<file path="src/rtl/rectifier_seq.sv">
// Grid-side rectifier sequencer: sector debounce, PWM carrier, two-vector split,
// dead-window insertion around every vector change, and latched fault handling.
module rectifier_seq #(
    parameter int PERIOD = 1000,
    parameter int DEAD   = 20,
    parameter int DEB    = 8
) (
    input  logic        sysclk,
    input  logic        global_rst,
    input  logic        en,
    input  logic [2:0]  sector_raw,
    input  logic [15:0] duty,
    input  logic        fault_in,
    input  logic        flt_clr,
    output logic [15:0] grid_sector,
    output logic        grid_judge,
    output logic        SD,
    output logic        pwm_sync,
    output logic        fault,
    output logic        sector_err,
    output logic [1:0]  o_dbg_state
);
    localparam int CW = $clog2(PERIOD);
    localparam int DW = $clog2(DEB + 1);
    localparam int TW = $clog2(DEAD + 1);
    localparam logic [CW-1:0] CNT_MAX  = CW'(PERIOD - 1);
    localparam logic [15:0]   DUTY_MAX = 16'(PERIOD);
    localparam logic [DW-1:0] DEB_MAX  = DW'(DEB - 1);
    localparam logic [TW-1:0] DEAD_MAX = TW'(DEAD - 1);

    typedef enum logic [1:0] {
        S_OFF   = 2'd0,
        S_DEAD  = 2'd1,
        S_RUN   = 2'd2,
        S_FAULT = 2'd3
    } state_t;

    logic [CW-1:0] r_cnt;
    logic          r_sync;
    logic [2:0]    r_prev;
    logic [DW-1:0] r_deb;
    logic [2:0]    r_sec_stable;
    logic          r_sec_err;
    logic [2:0]    r_sec_p;
    logic [15:0]   r_duty_p;

    logic [CW-1:0] w_cnt_nx;
    logic          w_sync_nx;
    logic          w_raw_ok;
    logic [DW-1:0] w_deb_nx;
    logic [15:0]   w_duty_lim;
    logic [2:0]    w_sec_nx;
    logic [15:0]   w_duty_nx;
    logic          w_judge_cmd;

    // Everything is computed for the upcoming count so registered outputs line up with r_cnt.
    assign w_cnt_nx    = (r_cnt == CNT_MAX) ? '0 : r_cnt + 1'b1;
    assign w_sync_nx   = (w_cnt_nx == '0);
    assign w_raw_ok    = (sector_raw != 3'd0) && (sector_raw != 3'd7);
    assign w_duty_lim  = (duty > DUTY_MAX) ? DUTY_MAX : duty;
    assign w_sec_nx    = (w_sync_nx && (r_sec_stable != 3'd0)) ? r_sec_stable : r_sec_p;
    assign w_duty_nx   = w_sync_nx ? w_duty_lim : r_duty_p;
    assign w_judge_cmd = (17'(w_cnt_nx) < 17'(w_duty_nx));

    always_comb begin
        w_deb_nx = '0;
        if (w_raw_ok && (sector_raw == r_prev)) begin
            w_deb_nx = (r_deb == DEB_MAX) ? r_deb : r_deb + 1'b1;
        end
    end

    always_ff @(posedge sysclk) begin
        if (global_rst) begin
            r_cnt        <= '0;
            r_sync       <= 1'b0;
            r_prev       <= 3'd0;
            r_deb        <= '0;
            r_sec_stable <= 3'd0;
            r_sec_err    <= 1'b0;
            r_sec_p      <= 3'd1;
            r_duty_p     <= '0;
        end else begin
            r_cnt     <= w_cnt_nx;
            r_sync    <= w_sync_nx;
            r_prev    <= sector_raw;
            r_deb     <= w_deb_nx;
            r_sec_err <= !w_raw_ok;
            if (w_raw_ok && (w_deb_nx == DEB_MAX)) begin
                r_sec_stable <= sector_raw;
            end
            r_sec_p  <= w_sec_nx;
            r_duty_p <= w_duty_nx;
        end
    end

    state_t        r_state, w_state_nx;
    logic [2:0]    r_sector, w_sector_nx;
    logic          r_judge, w_judge_nx;
    logic          r_sd, w_sd_nx;
    logic          r_fault, w_fault_nx;
    logic [TW-1:0] r_dcnt, w_dcnt_nx;
    logic          w_vec_chg;

    assign w_vec_chg = (w_sec_nx != r_sector) || (w_judge_cmd != r_judge);

    always_comb begin
        w_state_nx  = r_state;
        w_sector_nx = r_sector;
        w_judge_nx  = r_judge;
        w_sd_nx     = r_sd;
        w_fault_nx  = r_fault;
        w_dcnt_nx   = r_dcnt;
        if (fault_in) begin
            w_state_nx = S_FAULT;
            w_sd_nx    = 1'b0;
            w_fault_nx = 1'b1;
        end else begin
            case (r_state)
                S_OFF: begin
                    w_sd_nx = 1'b0;
                    if (w_sync_nx && en && (r_sec_stable != 3'd0)) begin
                        w_state_nx  = S_DEAD;
                        w_sector_nx = w_sec_nx;
                        w_judge_nx  = w_judge_cmd;
                        w_dcnt_nx   = '0;
                    end
                end
                S_DEAD: begin
                    w_sd_nx = 1'b0;
                    if (!en) begin
                        w_state_nx = S_OFF;
                    end else if (w_vec_chg) begin
                        w_sector_nx = w_sec_nx;
                        w_judge_nx  = w_judge_cmd;
                        w_dcnt_nx   = '0;
                    end else if (r_dcnt == DEAD_MAX) begin
                        w_state_nx = S_RUN;
                        w_sd_nx    = 1'b1;
                    end else begin
                        w_dcnt_nx = r_dcnt + 1'b1;
                    end
                end
                S_RUN: begin
                    if (!en) begin
                        w_state_nx = S_OFF;
                        w_sd_nx    = 1'b0;
                    end else if (w_vec_chg) begin
                        w_state_nx  = S_DEAD;
                        w_sd_nx     = 1'b0;
                        w_sector_nx = w_sec_nx;
                        w_judge_nx  = w_judge_cmd;
                        w_dcnt_nx   = '0;
                    end
                end
                default: begin
                    w_sd_nx    = 1'b0;
                    w_fault_nx = 1'b1;
                    if (flt_clr) begin
                        w_state_nx = S_OFF;
                        w_fault_nx = 1'b0;
                    end
                end
            endcase
        end
    end

    always_ff @(posedge sysclk) begin
        if (global_rst) begin
            r_state  <= S_OFF;
            r_sector <= 3'd1;
            r_judge  <= 1'b0;
            r_sd     <= 1'b0;
            r_fault  <= 1'b0;
            r_dcnt   <= '0;
        end else begin
            r_state  <= w_state_nx;
            r_sector <= w_sector_nx;
            r_judge  <= w_judge_nx;
            r_sd     <= w_sd_nx;
            r_fault  <= w_fault_nx;
            r_dcnt   <= w_dcnt_nx;
        end
    end

    assign grid_sector = {13'd0, r_sector};
    assign grid_judge  = r_judge;
    assign SD          = r_sd;
    assign pwm_sync    = r_sync;
    assign fault       = r_fault;
    assign sector_err  = r_sec_err;
    assign o_dbg_state = r_state;

endmodule

</file>
<file path="config.mk">
export PLATFORM = sky130hd
export DESIGN_NAME = rectifier_seq
export DESIGN_NICKNAME = d
export VERILOG_FILES = /design/src/rtl/rectifier_seq.sv
export SDC_FILE = /design/constraint.sdc
export NUM_CORES = 1
export LEC_CHECK = 0
export ABC_AREA = 0
export BUFFER_PORTS_ARGS = -buffer_cell sky130_fd_sc_hd__buf_2
export CAP_MARGIN = 20
export CORE_MARGIN = 2
export CORE_UTILIZATION = 40
export DETAILED_ROUTE_END_ITERATION = 8
export HOLD_SLACK_MARGIN = 0.05
export PLACE_DENSITY = 0.64
export SKIP_CTS_REPAIR_TIMING = 1
export SLEW_MARGIN = 0
export SYNTH_ARGS = -nofsm -noshare
export SYNTH_HDL_FRONTEND = slang
export SYNTH_SLANG_ARGS = --single-unit
export TNS_END_PERCENT = 30
</file>
<file path="constraint.sdc">
create_clock -name sysclk -period 5.1 [get_ports sysclk]
set_input_delay 0.765 -clock sysclk [delete_from_list [all_inputs] [get_ports sysclk]]
set_output_delay 0.765 -clock sysclk [all_outputs]
set_load 0.05 [all_outputs]
</file>
==> results of run 1 <==
-- placed cells by master, fill, tap and decap left out, drive strengths merged, types with 6 or more instances in the layout --
cell type / n
inv: 9
or3: 9
nand3: 19
clkbuf: 6
and2: 11
o21ai: 27
nor4: 8
nand2b: 7
xnor2: 8
conb: 13
nor2: 44
a21oi: 20
nor3: 11
buf: 35
and3: 6
nor2b: 15
nand2: 19
ha: 16
dfxtp: 54
-- metal layers --
layer | track usage [%] | part of all wire, % | wire (µm) | up-vias
met5 | 0 | 0 | 0 | -
met4 | 4.41 | 1.0 | 70 | 0
met3 | 2.74 | 3.4 | 228 | 6
met2 | 25.9 | 45 | 3030 | 49
met1 | 23.6 | 51 | 3440 | 1251
li1 | - | - | - | 1409
-- power breakdown --
part           switching [mW]  internal, mW
clock network           0.141         0.109
registers              0.0180         0.434
logic                   0.149        0.0763
-- registers in the layout, indices dropped and copies added, names as in the netlist, 2 cells and up --
register / count
r_prev: 3
o_dbg_state: 2
r_sec_stable: 3
r_cnt: 10
r_sec_p: 3
r_deb: 4
r_sector: 3
r_dcnt: 5
r_duty_p: 16
-- final timing paths --
check                                            start                endpoint  slack [ns]  cells after the start
worst max-delay path               r_cnt[0]$_SDFF_PP0_  r_dcnt[3]$_SDFFE_PP0P_        0.51                     16
worst min-delay path            r_duty_p[0]$_SDFF_PP0_  r_duty_p[0]$_SDFF_PP0_        0.46                      2
worst max register to register     r_cnt[0]$_SDFF_PP0_  r_dcnt[3]$_SDFFE_PP0P_        0.51                     16
worst min register to register  r_duty_p[0]$_SDFF_PP0_  r_duty_p[0]$_SDFF_PP0_        0.46                      2
-- cell type report --
class | instances | area [µm²] | area share, %
multi-input cells | 303 | 1940 | 56.1
well taps | 102 | 128 | 3.69
flip-flops and latches | 54 | 1080 | 31.2
repair buffers | 35 | 180 | 5.21
clock buffers | 6 | 82.6 | 2.39
clock inverters | 2 | 12.5 | 0.362
inverters | 9 | 33.8 | 0.976
-- worst reg2reg max path, stage by stage (launching register included) --
cell,delay [ns]
dfxtp_1,0.40
ha_1,0.29
and4bb_2,0.32
and3_1,0.33
a221oi_2,0.11
or3_4,0.44
or3_1,0.32
o21ai_0,0.12
ha_1,0.29
a211oi_1,0.25
o21a_1,0.19
nand3_1,0.07
o311a_1,0.38
mux2_4,0.36
o21ai_2,0.14
a21oi_2,0.10
a221o_1,0.38
-- cells by family after synthesis --
kind of cell / count (synthesis) / synth area share, %
AO/OA/AOI/OAI: 87 / 18.6
XOR/XNOR: 13 / 3.57
adder cells (fa/ha/maj): 16 / 6.27
buffers and inverters: 40 / 6.67
flip-flops: 54 / 33.9
multiplexers: 8 / 2.74
other: 1 / 0.118
AND/OR/NAND/NOR: 166 / 28.1
==> flow_metrics.env, run 1 <==
export IMPL_powerDensity_nw_per_um2=268
export IMPL_coreArea_um2=7730
export IMPL_ys_top_cells_by_area="dfxtp_1, ha_1, nor2_1"
export IMPL_tightest_slew_ns=0.878
export IMPL_yosysMostFrequentCell="dfxtp_1"
export IMPL_synth_async_sr_flop_share_pct=0
export IMPL_share_of_yosys_cell_area_claimed_by_the_top_area_cell_type_pct=33.9
export IMPL_synthDominantAreaCellType="dfxtp_1"
export IMPL_yosysUniqueCellTypes=63
export IMPL_viasPerCell=5.31
export IMPL_start_util_pct=41.3
export IMPL_clock_path_buffers=2
export IMPL_critical_path_top_cell_by_count="ha_1"
export IMPL_fin_worst_skew_ns=0.00798
export IMPL_die_h_um=93.3
export IMPL_postSynthRegisterBits=54
export IMPL_detailed_place_hpwl_um=5060
export IMPL_totalPowerFinal_uw=927
export IMPL_clock_sinks=54
export IMPL_core_rowCount=32
export IMPL_critical_path_required_ns=5.31
export IMPL_min_path_type="reg -> reg"
export IMPL_clockRootBuffer="clkbuf_8"
export IMPL_initialDrtViolationCount=164
export IMPL_insertion_delay_ns=0.31
export IMPL_die_area_um2=8710
export IMPL_post_route_cells_drive_above_1_share_pct=13.7
export IMPL_rsz0062_at_grt="false"
export IMPL_routed_wire_length_per_instance_um=13.3
export IMPL_finish_utilization_pct=44.8
export IMPL_grt_overflow_total=0
export IMPL_io_buffers=33
export IMPL_detail_route_antenna_nets=0
export IMPL_wire_length_of_the_first_global_routing_pass_um=11800
export IMPL_final_period_minus_worst_setup_slack_ns=4.59
export IMPL_worstSetupStartpointType="flop"
export IMPL_dpl_instance_area_um2=3360
export IMPL_critical_path_max_stage_delay_ns=0.44
export IMPL_number_of_antenna_violations_at_the_first_check_in_global_routing=0
export IMPL_worst_path_dominant_cell_family="compound AO/OA/AOI/OAI gates"
export IMPL_synthToLayoutAreaGrowth_pct=8.43
export IMPL_synth_top_cells_by_count="dfxtp_1, nor2_1, o21ai_0"
export IMPL_critPathBufInv=0
export IMPL_grt_total_usage_pct=16.6
export IMPL_p_leak_nw=1.36
export IMPL_drt_wl_total_um=6770
export IMPL_route_vias_total=2715
export IMPL_endpoint_kind="flop"
export IMPL_critical_path_cell_chain="ha_1, and4bb_2, and3_1, a221oi_2, or3_4, or3_1, o21ai_0, ha_1, a211oi_1, o21a_1, nand3_1, o311a_1, mux2_4, o21ai_2, a21oi_2, a221o_1"
export IMPL_routabilityCongestion=0.883
export IMPL_antenna_cells=0
export IMPL_finalCritPeriodShare_pct=89.9
export IMPL_final_hold_violation_count=0
export IMPL_synth_seq_area_share_pct=33.9
export IMPL_drcViolationCount=0
export IMPL_chipWidth_um=93.3
export IMPL_final_setup_margin_ns=0.514
export IMPL_timing_setup_critical_path_class="reg -> reg"
export IMPL_firstDrtPassIters=4
export IMPL_fin_tns_setup_ns=0
export IMPL_slew_viol_final=0
export IMPL_first_global_vias=2519
export IMPL_inst_count_dp=503
export IMPL_layout_filler_cells=775
export IMPL_pin_count_of_the_biggest_net_entering_global_routing=51
export IMPL_cts_clk_slew_worst_paths_ns=0.10
export IMPL_final_instance_area_um2=3460
export IMPL_ys_flop_type="dfxtp_1"
export IMPL_worst_ep_arrival_time_ns=4.79
export IMPL_worst_path_max_delay_cell="or3_4"
export IMPL_synth_area_per_cell_um2=8.29
export IMPL_maxSlewHeadroom_pct=41.5
export IMPL_tritoncts_clock_tree="built"
export IMPL_cts_buffers_inserted=5
export IMPL_yosysWarningCount=0
export IMPL_peakVddDrop_mv=0.133
export IMPL_synthesized_cell_area_um2=3190
export IMPL_final_hold_worst_slack_ns=0.463
export IMPL_worst_path_max_fanout=15
export IMPL_count_of_flip_flops_with_a_built_in_enable_after_synthesis=0
export IMPL_floorplan_io_pins=47
export IMPL_maxcap_violations=0
export IMPL_outcome="completed"
export IMPL_maxClockFrequency_ghz=0.218
export IMPL_cts_htree_levels=2
export IMPL_cell_count_after_synthesis=385
export IMPL_place_ws_ns=0.543
export IMPL_instances_no_fill=511
export IMPL_setup_viol=0
export IMPL_num_nets_final=448
Power figures use the tool's default switching activity.
==> inputs of run 2 (changes only) <==
ABC_AREA = 1   (was 0)
PLACE_DENSITY = 0.65   (was 0.64)
==> run 2 against run 1 <==
Global-route usage down 1.8 points; count of clock-buffer cells in the layout down 1; maximum frequency up 29%; clock power up 3%; sequential power rose by 2%; wire length fell by 12%.
==> flow_metrics.env, run 2 <==
export IMPL_core_rowCount=32
export IMPL_io_buffers=33
export IMPL_number_of_antenna_violations_at_the_first_check_in_global_routing=0
export IMPL_synth_async_sr_flop_share_pct=0
export IMPL_wire_length_of_the_first_global_routing_pass_um=10400
export IMPL_cell_count_after_synthesis=439
export IMPL_peakVddDrop_mv=0.157
export IMPL_powerDensity_nw_per_um2=282
export IMPL_synthDominantAreaCellType="dfxtp_1"
export IMPL_maxClockFrequency_ghz=0.282
export IMPL_grt_total_usage_pct=14.7
export IMPL_synthToLayoutAreaGrowth_pct=9.93
export IMPL_rsz0062_at_grt="false"
export IMPL_initialDrtViolationCount=91
export IMPL_synth_seq_area_share_pct=35.0
export IMPL_critical_path_reg2reg_startpoint="r_cnt[0]$_SDFF_PP0_"
export IMPL_clock_sinks=54
export IMPL_clockRootBuffer="clkbuf_8"
export IMPL_cts_clk_slew_worst_paths_ns=0.11
export IMPL_layout_filler_cells=825
export IMPL_routabilityCongestion=0.839
export IMPL_start_util_pct=40.6
export IMPL_detailed_place_hpwl_um=4650
export IMPL_regMostFlops="r_duty_p"
export IMPL_ys_top_cells_by_area="dfxtp_1, nand2_1, nor2_1"
export IMPL_timing_setup_critical_path_class="reg -> reg"
export IMPL_antenna_cells=0
export IMPL_num_nets_final=510
export IMPL_pin_count_of_the_biggest_net_entering_global_routing=42
export IMPL_worst_path_max_fanout=18
export IMPL_floorplan_io_pins=47
export IMPL_fin_tns_setup_ns=0
export IMPL_worst_ep_arrival_time_ns=3.77
export IMPL_biggestRegsByFlops="r_duty_p x16, r_cnt x10, r_dcnt x5"
export IMPL_drt_wl_total_um=5950
export IMPL_route_vias_total=2644
export IMPL_setup_viol=0
export IMPL_first_global_vias=2518
export IMPL_coreArea_um2=7610
export IMPL_layout_cells_most_common_list="nand2_1, nor2_1, dfxtp_1, inv_1, buf_2"
export IMPL_slew_viol_final=0
export IMPL_firstDrtPassIters=4
export IMPL_ys_flop_type="dfxtp_1"
export IMPL_synthesized_cell_area_um2=3090
export IMPL_min_delay_start="r_duty_p[14]$_SDFF_PP0_"
export IMPL_grt_overflow_total=0
export IMPL_postSynthRegisterBits=54
export IMPL_maxcap_violations=0
export IMPL_clock_path_buffers=2
export IMPL_share_of_yosys_cell_area_claimed_by_the_top_area_cell_type_pct=35.0
export IMPL_synth_top_cells_by_count="nand2_1, nor2_1, dfxtp_1"
export IMPL_worstSetupStartpointType="flop"
export IMPL_yosysUniqueCellTypes=38
export IMPL_final_common_cell="nand2_1"
export IMPL_largest_reg_flops=16
export IMPL_drcViolationCount=0
export IMPL_min_path_type="reg -> reg"
export IMPL_yosysWarningCount=0
export IMPL_critical_path_required_ns=5.32
export IMPL_post_route_cells_drive_above_1_share_pct=17.6
export IMPL_maxSlewHeadroom_pct=51.0
export IMPL_timing_startpoint_of_the_critical_path="r_cnt[0]$_SDFF_PP0_"
export IMPL_routed_wire_length_per_instance_um=10.4
export IMPL_die_area_um2=8440
export IMPL_chipWidth_um=91.8
export IMPL_outcome="completed"
export IMPL_final_hold_violation_count=0
export IMPL_detail_route_antenna_nets=0
export IMPL_synth_area_per_cell_um2=7.03
export IMPL_insertion_delay_ns=0.31
export IMPL_endpoint_kind="flop"
export IMPL_cts_htree_levels=2
export IMPL_fin_worst_skew_ns=0.0107
export IMPL_yosysMostFrequentCell="nand2_1"
export IMPL_die_h_um=91.8
export IMPL_finalCritPeriodShare_pct=69.6
export IMPL_final_period_minus_worst_setup_slack_ns=3.55
export IMPL_count_of_flip_flops_with_a_built_in_enable_after_synthesis=0
export IMPL_tightest_slew_ns=0.736
export IMPL_p_leak_nw=1.63
export IMPL_final_hold_worst_slack_ns=0.449
export IMPL_viasPerCell=4.61
export IMPL_tritoncts_clock_tree="built"
export IMPL_cts_buffers_inserted=5
run 2: cell count changes after synthesis, moves of 7 or more:
cell / before / now
nand3_2: 0 / 7
xnor2_1: 8 / 1
nand2_2: 0 / 13
o21ai_0: 24 / 13
nand2b_1: 7 / 0
nor2_1: 44 / 78
nor2b_1: 15 / 0
inv_1: 9 / 51
and2_1: 10 / 0
or3_1: 7 / 0
nand2_1: 19 / 94
run 2: worst paths after layout:
check | to | slack (ns) | depth (start not counted)
min reg2reg | r_duty_p[14]$_SDFF_PP0_ | 0.45 | 2
min | r_duty_p[14]$_SDFF_PP0_ | 0.45 | 2
max reg2reg | r_dcnt[3]$_SDFFE_PP0P_ | 1.55 | 26
max | r_dcnt[3]$_SDFFE_PP0P_ | 1.55 | 26
run 2: per-layer routing:
layer | global-route usage (%) | wire, µm | vias up
met5 | 0 | 0 | -
met4 | 5.10 | 46 | 0
met3 | 2.38 | 233 | 2
met2 | 25.9 | 2720 | 47
met1 | 18.2 | 2950 | 1184
li1 | - | - | 1411
run 2: logic make-up after synthesis:
logic type / Yosys count / share of synthesized area, %
other: 1 / 0.121
XOR/XNOR: 9 / 2.55
multiplexers: 1 / 0.324
AND/OR/NAND/NOR: 240 / 36.5
flip-flops: 54 / 35.0
buffers and inverters: 78 / 11.2
adder cells (fa/ha/maj): 16 / 6.49
AO/OA/AOI/OAI: 40 / 7.82
run 2: area by class of cell:
type                            count  area, µm²  share of cell area [%]
Tap cell                          102        128                    3.76
Clock inverter                      3       28.8                   0.848
Sequential cell                    54       1080                    31.9
Timing Repair Buffer               33        165                    4.87
Clock buffer                        5       68.8                    2.03
Multi-Input combinational cell    319       1710                    50.3
Inverter                           57        216                    6.38
run 2: per-stage QoR:
stage               cells  util, %  total power, mW  instance area (µm²)  setup WS [ns]
floorplan             451        -            0.666                 3130           1.76
global placement      565     43.3            0.705                 3300           1.56
detailed placement    565     43.3            0.709                 3300           1.51
CTS                   573     44.6            0.970                 3390           1.51
global route          573     44.6             1.02                 3390           1.14
finish                573     44.6            0.957                 3390           1.55
run 2: worst max-delay path, cell delays in order, from the launching register on:
cell and delay, ns:
dfxtp_1 0.38, ha_1 0.20, nand2_2 0.11, nor2_4 0.14
nand3_4 0.12, nand2_2 0.13, nand3_2 0.09, nor2_4 0.18
nand2_8 0.13, inv_4 0.14, nand2_1 0.06, o21ai_0 0.12
ha_1 0.30, a21oi_1 0.16, nor2_1 0.05, a211oi_1 0.16
nand2_1 0.08, nand2_1 0.10, nand2_1 0.07, nand2_1 0.09
nand4_1 0.15, nand2_1 0.12, nand2_2 0.08, nand2_2 0.13
nand2_1 0.06, nand2_1 0.06, nor2_1 0.04
run 2: power breakdown:
part / total [mW] / internal, mW / switching (mW)
logic: 0.240 / 0.0726 / 0.168
registers: 0.459 / 0.441 / 0.0174
clock network: 0.258 / 0.102 / 0.156
total: 0.957 / 0.616 / 0.341
==> inputs of run 3 (changes only) <==
clock period = 3.6 ns   (was 5.1 ns; I/O delays follow)
==> run 3 against run 2 <==
Clock power is 42% higher; wire length up 7.0%; non-clock buffer count is 10 higher; sequential power increased by 42%; worst hold slack lost 0.00081 ns; cell count increased by 1.7%; core utilization increased by 2.3 points; count of clock-buffer cells in the layout is the same; global-route usage decreased by 0.23 points.
==> flow_metrics.env, run 3 (synthesized netlist as in run 2, its figures left out) <==
export IMPL_maxClockFrequency_ghz=0.300
export IMPL_insertion_delay_ns=0.31
export IMPL_die_h_um=91.8
export IMPL_cell_internal_pwr_uw=889
export IMPL_sequential_power_share_pct=47.2
export IMPL_die_area_um2=8440
export IMPL_detailed_place_hpwl_um=4650
export IMPL_floorplan_io_pins=47
export IMPL_worst_path_max_fanout=14
export IMPL_critical_path_required_ns=3.82
export IMPL_route_vias_total=2714
export IMPL_wl_met2_um=2980
export IMPL_peakVddDrop_mv=0.213
export IMPL_tritoncts_clock_tree="built"
export IMPL_outcome="completed"
export IMPL_fin_worst_skew_ns=0.00774
export IMPL_clock_path_buffers=2
export IMPL_coreArea_um2=7610
export IMPL_detail_route_wirelength_met1_um=3100
export IMPL_layout_cells_most_common_list="nand2_1, nor2_1, inv_1, dfxtp_1, buf_2"
export IMPL_worstSetupStartpointType="flop"
export IMPL_routed_wire_length_per_instance_um=10.9
export IMPL_inst_count_dp=567
export IMPL_synthToLayoutAreaGrowth_pct=15.5
export IMPL_power_switching_fraction_pct=35.8
export IMPL_comb_power_share_pct=26.3
export IMPL_cts_buffers_inserted=5
export IMPL_antenna_cells=0
export IMPL_post_route_cells_drive_above_1_share_pct=21.8
export IMPL_start_util_pct=40.6
export IMPL_totalPowerFinal_mw=1.38
export IMPL_instances_no_fill=583
export IMPL_pin_count_of_the_biggest_net_entering_global_routing=42
export IMPL_maxSlewHeadroom_pct=62.2
export IMPL_biggestRegsByFlops="r_duty_p x16, r_cnt x10, r_dcnt x5"
export IMPL_wire_length_of_the_first_global_routing_pass_um=10200
export IMPL_highest_signal_layer="met4"
export IMPL_cts_htree_levels=2
export IMPL_power_share_clock_pct=26.5
export IMPL_routabilityCongestion=0.808
export IMPL_firstDrtPassIters=4
export IMPL_num_nets_final=520
export IMPL_drt_wl_total_um=6370
export IMPL_slew_viol_final=0
export IMPL_tightest_slew_ns=0.562
export IMPL_drcViolationCount=0
export IMPL_routed_met3_length_um=191
export IMPL_clock_sinks=54
export IMPL_timing_setup_critical_path_class="reg -> reg"
export IMPL_core_rowCount=32
export IMPL_detail_route_antenna_nets=0
export IMPL_setup_viol=0
export IMPL_powerDensity_nw_per_um2=388
export IMPL_cts_clk_slew_worst_paths_ns=0.11
export IMPL_number_of_antenna_violations_at_the_first_check_in_global_routing=0
export IMPL_min_path_type="reg -> reg"
export IMPL_p_leak_nw=1.70
export IMPL_initialDrtViolationCount=129
export IMPL_final_hold_violation_count=0
export IMPL_grt_overflow_total=0
export IMPL_regMostFlops="r_duty_p"
export IMPL_final_hold_worst_slack_ns=0.448
export IMPL_first_global_vias=2399
export IMPL_layout_filler_cells=797
export IMPL_maxcap_violations=0
export IMPL_viasPerCell=4.66
export IMPL_io_buffers=33
export IMPL_final_period_minus_worst_setup_slack_ns=3.33
export IMPL_clockRootBuffer="clkbuf_8"
export IMPL_final_common_cell="nand2_1"
export IMPL_chipWidth_um=91.8
export IMPL_worst_ep_arrival_time_ns=3.55
export IMPL_power_switching_uw=495
export IMPL_grt_total_usage_pct=14.5
export IMPL_endpoint_kind="flop"
export IMPL_largest_reg_flops=16
export IMPL_finalCritPeriodShare_pct=92.6
run 3: cell types whose count changed in the layout (fill, tap and decap cells not counted), moves of 3 or more:
cell     delta
nand3_2     -4
dfxtp_2     +3
dfxtp_1     -4
nand3_4     +4
o21ai_0     -3
buf_4      +10
run 3: worst paths after layout:
| check | slack (ns) | to | depth (start not counted) | startpoint |
|---|---|---|---|---|
| max | 0.27 | o_dbg_state[1]$_SDFFE_PP0P_ | 26 | r_cnt[0]$_SDFF_PP0_ |
| min | 0.45 | r_duty_p[15]$_SDFF_PP0_ | 2 | r_duty_p[15]$_SDFF_PP0_ |
| max reg2reg | 0.27 | o_dbg_state[1]$_SDFFE_PP0P_ | 26 | r_cnt[0]$_SDFF_PP0_ |
| min reg2reg | 0.45 | r_duty_p[15]$_SDFF_PP0_ | 2 | r_duty_p[15]$_SDFF_PP0_ |
run 3: metrics by stage:
step | cell area, µm² | util [%] | setup TNS (ns) | setup slack, ns
2_1_floorplan | 3130 | - | 0 | 0.261
3_3_place_gp | 3310 | 43.5 | 0 | 0.187
3_5_place_dp | 3310 | 43.5 | 0 | 0.0758
4_1_cts | 3410 | 44.8 | 0 | 0.0339
5_1_grt | 3570 | 46.9 | -0.100 | -0.0441
6_report | 3570 | 46.9 | 0 | 0.265
run 3: power groups by stage:
stage / Sequential, mW / Combinational, mW / Clock [mW]
after floorplan: 0.696 / 0.248 / 0
after global placement: 0.663 / 0.337 / 0
after detailed placement: 0.664 / 0.342 / 0
after CTS: 0.651 / 0.343 / 0.380
after global routing: 0.657 / 0.406 / 0.403
final: 0.653 / 0.364 / 0.367
run 3: worst max-delay path, stage by stage (launching register included):
cell and delay (ns):
dfxtp_4 0.39, ha_4 0.15, nand2_4 0.07, nor2_4 0.13, nand3_4 0.18, nand3_4 0.12
nand2_1 0.09, nor2_4 0.19, nand2_8 0.10, clkinv_8 0.08, nand2_1 0.08, o21ai_2 0.08
ha_1 0.27, a21oi_2 0.14, nor2_1 0.06, a211oi_2 0.14, nand2_1 0.09, nand2_2 0.08
nand2_1 0.05, nand2_1 0.09, nand3_2 0.11, inv_2 0.11, nand2_1 0.06, nand2_1 0.09
nand2_1 0.09, a21oi_1 0.14, nor2_1 0.05
run 3: final cells by class:
type / count / area [µm²] / share of cell area [%]
clock inverters: 3 / 27.5 / 0.772
flip-flops and latches: 54 / 1090 / 30.5
well taps: 102 / 128 / 3.58
repair buffers: 43 / 240 / 6.74
inverters: 57 / 226 / 6.35
clock buffers: 5 / 68.8 / 1.93
multi-input cells: 319 / 1790 / 50.1
run 3: per-layer routing:
metal / GRT usage [%] / up-vias
met2: 24.0 / 50
met5: 0 / -
met3: 2.38 / 7
met1: 19.6 / 1223
li1: - / 1434
met4: 3.98 / 0
